[config.mk]
export PLATFORM = sky130hd
export DESIGN_NAME = axi_lite_pkt_sorter_flat
export DESIGN_NICKNAME = d
export VERILOG_FILES = /design/src/rtl/axi_lite_pkt_sorter_if.sv /design/src/rtl/axi_lite_pkt_sorter.sv /design/src/flat_wrapper.sv
export SDC_FILE = /design/constraint.sdc
export NUM_CORES = 2
export LEC_CHECK = 0
export CAP_MARGIN = 10
export CELL_PAD_IN_SITES_DETAIL_PLACEMENT = 1
export CELL_PAD_IN_SITES_GLOBAL_PLACEMENT = 1
export CORE_AREA = 2 2 404 406
export DETAILED_ROUTE_END_ITERATION = 6
export DIE_AREA = 0 0 406 408
export PLACE_DENSITY = 0.83
export SLEW_MARGIN = 20
export SYNTH_ARGS = -nofsm -noshare
export SYNTH_HDL_FRONTEND = slang
export SYNTH_SLANG_ARGS = --single-unit
export TNS_END_PERCENT = 1
[constraint.sdc]
create_clock -name clk -period 7 [get_ports clk]
set_input_delay 1.4 -clock clk [delete_from_list [all_inputs] [get_ports clk]]
set_output_delay 1.4 -clock clk [all_outputs]
set_load 0.05 [all_outputs]
[src/rtl/axi_lite_pkt_sorter_if.sv]
// AXI-Lite write-channel bundle (AW, W, B) for the packet sorter.
interface axi_lite_pkt_sorter_if;
    logic [7:0]  aw_addr;
    logic        aw_valid;
    logic        aw_ready;
    logic [31:0] w_data;
    logic        w_valid;
    logic        w_ready;
    logic [1:0]  b_resp;
    logic        b_valid;
    logic        b_ready;

    modport master (
        output aw_addr, aw_valid, w_data, w_valid, b_ready,
        input  aw_ready, w_ready, b_resp, b_valid
    );

    modport slave (
        input  aw_addr, aw_valid, w_data, w_valid, b_ready,
        output aw_ready, w_ready, b_resp, b_valid
    );
endinterface

[src/rtl/axi_lite_pkt_sorter.sv]
// AXI-Lite write-only packet sorter: stage a word, commit it into one
// of NUM_CH first-word-fall-through queues selected by its channel byte.
module axi_lite_pkt_sorter #(
    parameter int         NUM_CH    = 4,
    parameter int         DEPTH     = 16,
    parameter logic [7:0] SYNC_BYTE = 8'hA5
) (
    input  logic                  clk,
    input  logic                  rst,
    axi_lite_pkt_sorter_if.slave  bus,
    output logic [32*NUM_CH-1:0]  out_data,
    output logic [NUM_CH-1:0]     out_valid,
    input  logic [NUM_CH-1:0]     out_ready,
    output logic [15:0]           accept_cnt,
    output logic [15:0]           drop_cnt
);
    localparam int AW = $clog2(DEPTH);
    localparam int CW = AW + 1;

    localparam logic [1:0] IDLE = 2'd0;
    localparam logic [1:0] EXEC = 2'd1;
    localparam logic [1:0] RESP = 2'd2;

    localparam logic [7:0] A_STAGE  = 8'h00;
    localparam logic [7:0] A_COMMIT = 8'h04;
    localparam logic [7:0] A_FLUSH  = 8'h08;

    localparam logic [1:0] OKAY   = 2'b00;
    localparam logic [1:0] SLVERR = 2'b10;

    logic [1:0]  state;
    logic        aw_held;
    logic        w_held;
    logic [7:0]  addr_q;
    logic [31:0] data_q;
    logic [31:0] staged;
    logic        staged_valid;
    logic        b_valid_q;
    logic [1:0]  b_resp_q;

    logic [31:0]   mem    [NUM_CH][DEPTH];
    logic [AW-1:0] rd_ptr [NUM_CH];
    logic [AW-1:0] wr_ptr [NUM_CH];
    logic [CW-1:0] occ    [NUM_CH];

    logic              exec;
    logic              is_stage;
    logic              is_commit;
    logic              is_flush;
    logic [7:0]        ch;
    logic              pkt_ok;
    logic              ch_full;
    logic              push_ok;
    logic [NUM_CH-1:0] push;
    logic [NUM_CH-1:0] pop;

    assign bus.aw_ready = (state == IDLE) && !aw_held;
    assign bus.w_ready  = (state == IDLE) && !w_held;
    assign bus.b_valid  = b_valid_q;
    assign bus.b_resp   = b_resp_q;

    assign exec      = (state == EXEC);
    assign is_stage  = (addr_q == A_STAGE);
    assign is_commit = (addr_q == A_COMMIT);
    assign is_flush  = (addr_q == A_FLUSH);
    assign ch        = staged[23:16];
    assign pkt_ok    = staged_valid && (staged[31:24] == SYNC_BYTE) &&
                       (ch < 8'(NUM_CH));

    // Fullness is judged on pre-pop occupancy, so a same-edge pop
    // never makes room for the push.
    always_comb begin
        ch_full = 1'b0;
        for (int c = 0; c < NUM_CH; c++) begin
            if (ch == 8'(c) && occ[c] == CW'(DEPTH)) ch_full = 1'b1;
        end
    end

    assign push_ok = exec && is_commit && pkt_ok && !ch_full;

    always_comb begin
        out_data  = '0;
        out_valid = '0;
        push      = '0;
        pop       = '0;
        for (int c = 0; c < NUM_CH; c++) begin
            out_valid[c] = (occ[c] != '0);
            pop[c]       = out_valid[c] && out_ready[c];
            push[c]      = push_ok && (ch == 8'(c));
            if (out_valid[c]) out_data[32*c +: 32] = mem[c][rd_ptr[c]];
        end
    end

    always_ff @(posedge clk) begin
        for (int c = 0; c < NUM_CH; c++) begin
            if (push[c]) mem[c][wr_ptr[c]] <= staged;
        end
    end

    always_ff @(posedge clk or posedge rst) begin
        if (rst) begin
            for (int c = 0; c < NUM_CH; c++) begin
                rd_ptr[c] <= '0;
                wr_ptr[c] <= '0;
                occ[c]    <= '0;
            end
        end else if (exec && is_flush) begin
            for (int c = 0; c < NUM_CH; c++) begin
                rd_ptr[c] <= '0;
                wr_ptr[c] <= '0;
                occ[c]    <= '0;
            end
        end else begin
            for (int c = 0; c < NUM_CH; c++) begin
                if (push[c]) wr_ptr[c] <= wr_ptr[c] + 1'b1;
                if (pop[c])  rd_ptr[c] <= rd_ptr[c] + 1'b1;
                if (push[c] && !pop[c])      occ[c] <= occ[c] + CW'(1);
                else if (!push[c] && pop[c]) occ[c] <= occ[c] - CW'(1);
            end
        end
    end

    always_ff @(posedge clk or posedge rst) begin
        if (rst) begin
            state        <= IDLE;
            aw_held      <= 1'b0;
            w_held       <= 1'b0;
            addr_q       <= '0;
            data_q       <= '0;
            staged       <= '0;
            staged_valid <= 1'b0;
            b_valid_q    <= 1'b0;
            b_resp_q     <= OKAY;
            accept_cnt   <= '0;
            drop_cnt     <= '0;
        end else begin
            unique case (state)
                IDLE: begin
                    if (bus.aw_valid && !aw_held) begin
                        addr_q  <= bus.aw_addr;
                        aw_held <= 1'b1;
                    end
                    if (bus.w_valid && !w_held) begin
                        data_q <= bus.w_data;
                        w_held <= 1'b1;
                    end
                    if (aw_held && w_held) state <= EXEC;
                end
                EXEC: begin
                    state     <= RESP;
                    b_valid_q <= 1'b1;
                    unique case (1'b1)
                        is_stage: begin
                            staged       <= data_q;
                            staged_valid <= 1'b1;
                            b_resp_q     <= OKAY;
                        end
                        is_commit: begin
                            staged_valid <= 1'b0;
                            if (push_ok) begin
                                b_resp_q <= OKAY;
                                if (accept_cnt != 16'hFFFF)
                                    accept_cnt <= accept_cnt + 16'd1;
                            end else begin
                                b_resp_q <= SLVERR;
                                if (drop_cnt != 16'hFFFF)
                                    drop_cnt <= drop_cnt + 16'd1;
                            end
                        end
                        is_flush: b_resp_q <= OKAY;
                        default:  b_resp_q <= SLVERR;
                    endcase
                end
                RESP: begin
                    if (bus.b_ready) begin
                        b_valid_q <= 1'b0;
                        aw_held   <= 1'b0;
                        w_held    <= 1'b0;
                        state     <= IDLE;
                    end
                end
                default: state <= IDLE;
            endcase
        end
    end
endmodule

[src/flat_wrapper.sv]
// flat-port wrapper written by rule: the top's interface ports become plain ports
module axi_lite_pkt_sorter_flat 
#(
    parameter int         NUM_CH    = 4,
    parameter int         DEPTH     = 16,
    parameter logic [7:0] SYNC_BYTE = 8'hA5
)
  (clk, rst, out_data, out_valid, out_ready, accept_cnt, drop_cnt, bus_aw_addr, bus_aw_valid, bus_w_data, bus_w_valid, bus_b_ready, bus_aw_ready, bus_w_ready, bus_b_resp, bus_b_valid);
  axi_lite_pkt_sorter_if bus_i ();
  input  logic clk;
  input  logic rst;
  output logic [32*NUM_CH-1:0] out_data;
  output logic [NUM_CH-1:0] out_valid;
  input  logic [NUM_CH-1:0] out_ready;
  output logic [15:0] accept_cnt;
  output logic [15:0] drop_cnt;
  input wire logic [$bits(bus_i.aw_addr)-1:0] bus_aw_addr;
  input wire logic [$bits(bus_i.aw_valid)-1:0] bus_aw_valid;
  input wire logic [$bits(bus_i.w_data)-1:0] bus_w_data;
  input wire logic [$bits(bus_i.w_valid)-1:0] bus_w_valid;
  input wire logic [$bits(bus_i.b_ready)-1:0] bus_b_ready;
  output wire logic [$bits(bus_i.aw_ready)-1:0] bus_aw_ready;
  output wire logic [$bits(bus_i.w_ready)-1:0] bus_w_ready;
  output wire logic [$bits(bus_i.b_resp)-1:0] bus_b_resp;
  output wire logic [$bits(bus_i.b_valid)-1:0] bus_b_valid;
  assign bus_i.aw_addr = bus_aw_addr;
  assign bus_i.aw_valid = bus_aw_valid;
  assign bus_i.w_data = bus_w_data;
  assign bus_i.w_valid = bus_w_valid;
  assign bus_i.b_ready = bus_b_ready;
  assign bus_aw_ready = bus_i.aw_ready;
  assign bus_w_ready = bus_i.w_ready;
  assign bus_b_resp = bus_i.b_resp;
  assign bus_b_valid = bus_i.b_valid;
  axi_lite_pkt_sorter #(.NUM_CH(NUM_CH), .DEPTH(DEPTH), .SYNC_BYTE(SYNC_BYTE)) u_core (.clk(clk), .rst(rst), .bus(bus_i), .out_data(out_data), .out_valid(out_valid), .out_ready(out_ready), .accept_cnt(accept_cnt), .drop_cnt(drop_cnt));
endmodule
==> results.toml <==
[sta]
slew_viol_final = 0
slew_headroom_pct = 20.7
tightest_slew_ns = 1.19
timing.hold.ws_ns = 0.483
hold_viol_final = 0
finClkSkew_ns = 0.0427
min_period_ns = 6.44
fin_ws_ns = 0.563
fin_crit_sh_pct = 92.0
grt_setup_unrepaired = "false"
max_freq_mhz = 155
final.setup.tns_ns = 0
setup_viol = 0

[cells_and_area]
finalNetCount = 4791
final_cells = 7069
layout-drive-gt1-share_pct = 20.3
syn_to_final_growth_pct = 14.1
num-fill-cells = 13500

[placed_design]
hpwl_um = 124000
preCtsSetupSlack_ns = 1.37
place_inst = 6654
place.gp.congestion = 0.784
io_buffers = 216

[min_path]
hp-class = "reg -> reg"

[global_routing]
grt_max_degree = 117
overflow = 0
grt_pass1_vias = 50000
grt_pass1_wl_um = 346000
grt.total_usage_pct = 29.0
antenna_found_initial = 17

[logic_synthesis]
synth_top_area_share_pct = 71.0
synth_seq_cells = 2211
syn_avg_cell_area_um2 = 19.6
synth.distinct_cells = 52
yosysTopAreaCell = "edfxtp_1"
synthesis.nets = 4502
synth_ff_type = "edfxtp_1"
ys_seq_area_share_pct = 75.7
synth_warnings = 0
ys_top_cells_by_area = "edfxtp_1 71%, mux4_2 9.2%, dfrtp_1 4.7%"
postSynthCellCount = 4410
async_flop_share_pct = 7.37
synth_edf_count = 2048
synth_area_um2 = 86600

[run_status]
status = "completed"

[die]
chipWidth_um = 406
start_util_pct = 53.6
die_area_um2 = 166000
coreArea_um2 = 162000
pin_count = 218
fp-row-count = 148
die_y_um = 408

[routing]
drt_iter0_drc = 5803
drt_wl_total_um = 238000
drtAntennaViolNets = 0
drc = 0
via_per_inst = 6.58
wire_per_inst_um = 33.6
dr.pass1.iters = 6
via_count = 46500

[worst_setup_path]
reg2reg_to = "u_core.occ[9]"
rr_startpoint = "u_core.staged[22]"
rr_worst_depth = 13
startpoint_type = "register"
crit_arrival_ns = 5.04
crit_type = "reg -> out"
rrSetupSlack_ns = 1.56
crit_path_end = "out_data[20]"
endpoint_kind = "output pin"
crit_fanout = 38
worst_ep_required_time_ns = 5.60
critPathLaunch = "u_core.rd_ptr[14]"

[clock_tree]
cts_buffer_depth = 3
path_clk_slew_ns = 0.06
cts_sinks = 2211
clk-insertion-delay-late_ns = 0.87
cts_buffers = 213
cts-root-buf = "clkbuf_16"
post_cts_buffers = 0
cts-resized-gates = 0
cts_tree = "done"
htreeDepth = 4
holdBufCountCts = 0

[power_and_ir_drop]
peakVddDrop_v = 0.000402
power_density_nw_per_um2 = 397
p_leak_nw = 32.9

[run]
drv_cap = 0
[cells in the mapped netlist (all sizes together), types with 4 or more instances]
library cell / count
a21o: 4
a21oi: 124
a22o: 4
a31oi: 4
and2: 42
and3: 72
and4: 4
buf: 93
clkbuf: 164
dfrtp: 163
edfxtp: 2048
fa: 4
ha: 39
inv: 30
mux2: 81
mux2i: 392
mux4: 352
nand2: 128
nand2b: 13
nand3: 35
nand4: 20
nor2: 50
nor2b: 22
nor3: 14
nor4: 18
o21a: 4
o21ai: 107
o221ai: 96
o22ai: 96
o32a: 96
or3: 8
xnor2: 24
xor2: 30
[worst min path at each step]
stage	slack [ns]	depth (start not counted)	end	startpoint
2_1_floorplan	0.46	1	u_core.staged_valid	u_core.staged_valid
3_3_place_gp	0.48	1	u_core.staged_valid	u_core.staged_valid
3_5_place_dp	0.49	1	u_core.staged_valid	u_core.staged_valid
4_1_cts	0.49	1	u_core.staged[0]	u_core.data_q[0]
5_1_grt	0.52	1	u_core.staged[0]	u_core.data_q[0]
6_report	0.48	1	u_core.staged[0]	u_core.data_q[0]
[power by group]
part / internal [W] / leakage (nW) / switching (W) / total, W
Sequential: 0.0154 / 21.1 / 0.000808 / 0.0162
Clock: 0.00655 / 3.42 / 0.00506 / 0.0116
Combinational: 0.00428 / 8.44 / 0.00718 / 0.0115
Total: 0.0262 / 32.9 / 0.0130 / 0.0392
[cell type report]
cell class,instances,area [um2],area share (%)
diodes,8,20.0,0.0202
multi-input cells,1912,20100,20.3
clock inverters,126,1320,1.34
inverters,30,120,0.121
clock buffers,276,5680,5.74
repair buffers,331,3250,3.28
flip-flops and latches,2211,65700,66.4
well taps,2175,2720,2.75
[cell usage in the layout, fill, tap and decap left out, drive strengths merged, types with 107 or more instances in the layout]
master and count:
buf 115, nand2 128, edfxtp 2048, mux4 352, clkdlybuf4s50 216, a21oi 124
mux2i 392, dfrtp 163, o21ai 107, clkbuf 276
[routing by layer]
metal,wire length [um],vias up,global-route usage (%)
met5,27,-,0
met4,9530,4,11.5
met3,19000,536,5.09
met2,119000,2551,48.0
met1,90000,24600,38.4
li1,-,18800,-
[sequential cells by signal, summed over array words and instances, names as in the netlist]
signal               count
u_core.data_q           32
u_core.bus.b_resp        1
u_core.occ              20
u_core.state             2
u_core.mem            2048
u_core.staged_valid      1
u_core.staged           32
u_core.w_held            1
u_core.wr_ptr           16
u_core.addr_q            8
u_core.accept_cnt       16
u_core.bus.b_valid       1
u_core.aw_held           1
u_core.drop_cnt         16
u_core.rd_ptr           16
[cells by family after synthesis]
| family | after synthesis | share of synthesized area [%] |
|---|---|---|
| AOI/OAI and AO/OA | 551 | 4.41 |
| buffers and inverters | 287 | 1.30 |
| adders and majority gates | 43 | 0.656 |
| DFF | 2211 | 75.7 |
| xor gates and xnor gates | 54 | 0.546 |
| other | 1 | 0.00433 |
| muxes | 825 | 14.7 |
| and+or+nand+nor | 438 | 2.64 |
[metrics by stage]
stage                     instance area, um2  utilization, %  total power, W
after floorplan                        86600               -          0.0237
after global placement                 91600            56.7          0.0273
after detailed placement               91700            56.7          0.0278
after CTS                              98700            61.0          0.0393
after global routing                   98800            61.1          0.0404
final                                  98900            61.2          0.0392
[worst max-delay path: stages, from the launching register on]
cell	delay [ns]
dfrtp_1	0.88
nand2_2	0.74
buf_4	0.51
o22ai_1	0.32
o32a_1	0.25
nand2_1	0.07
a21oi_1	0.45
clkdlybuf4s50_1	0.92
Note: power is estimated with default switching activity, not from simulation.
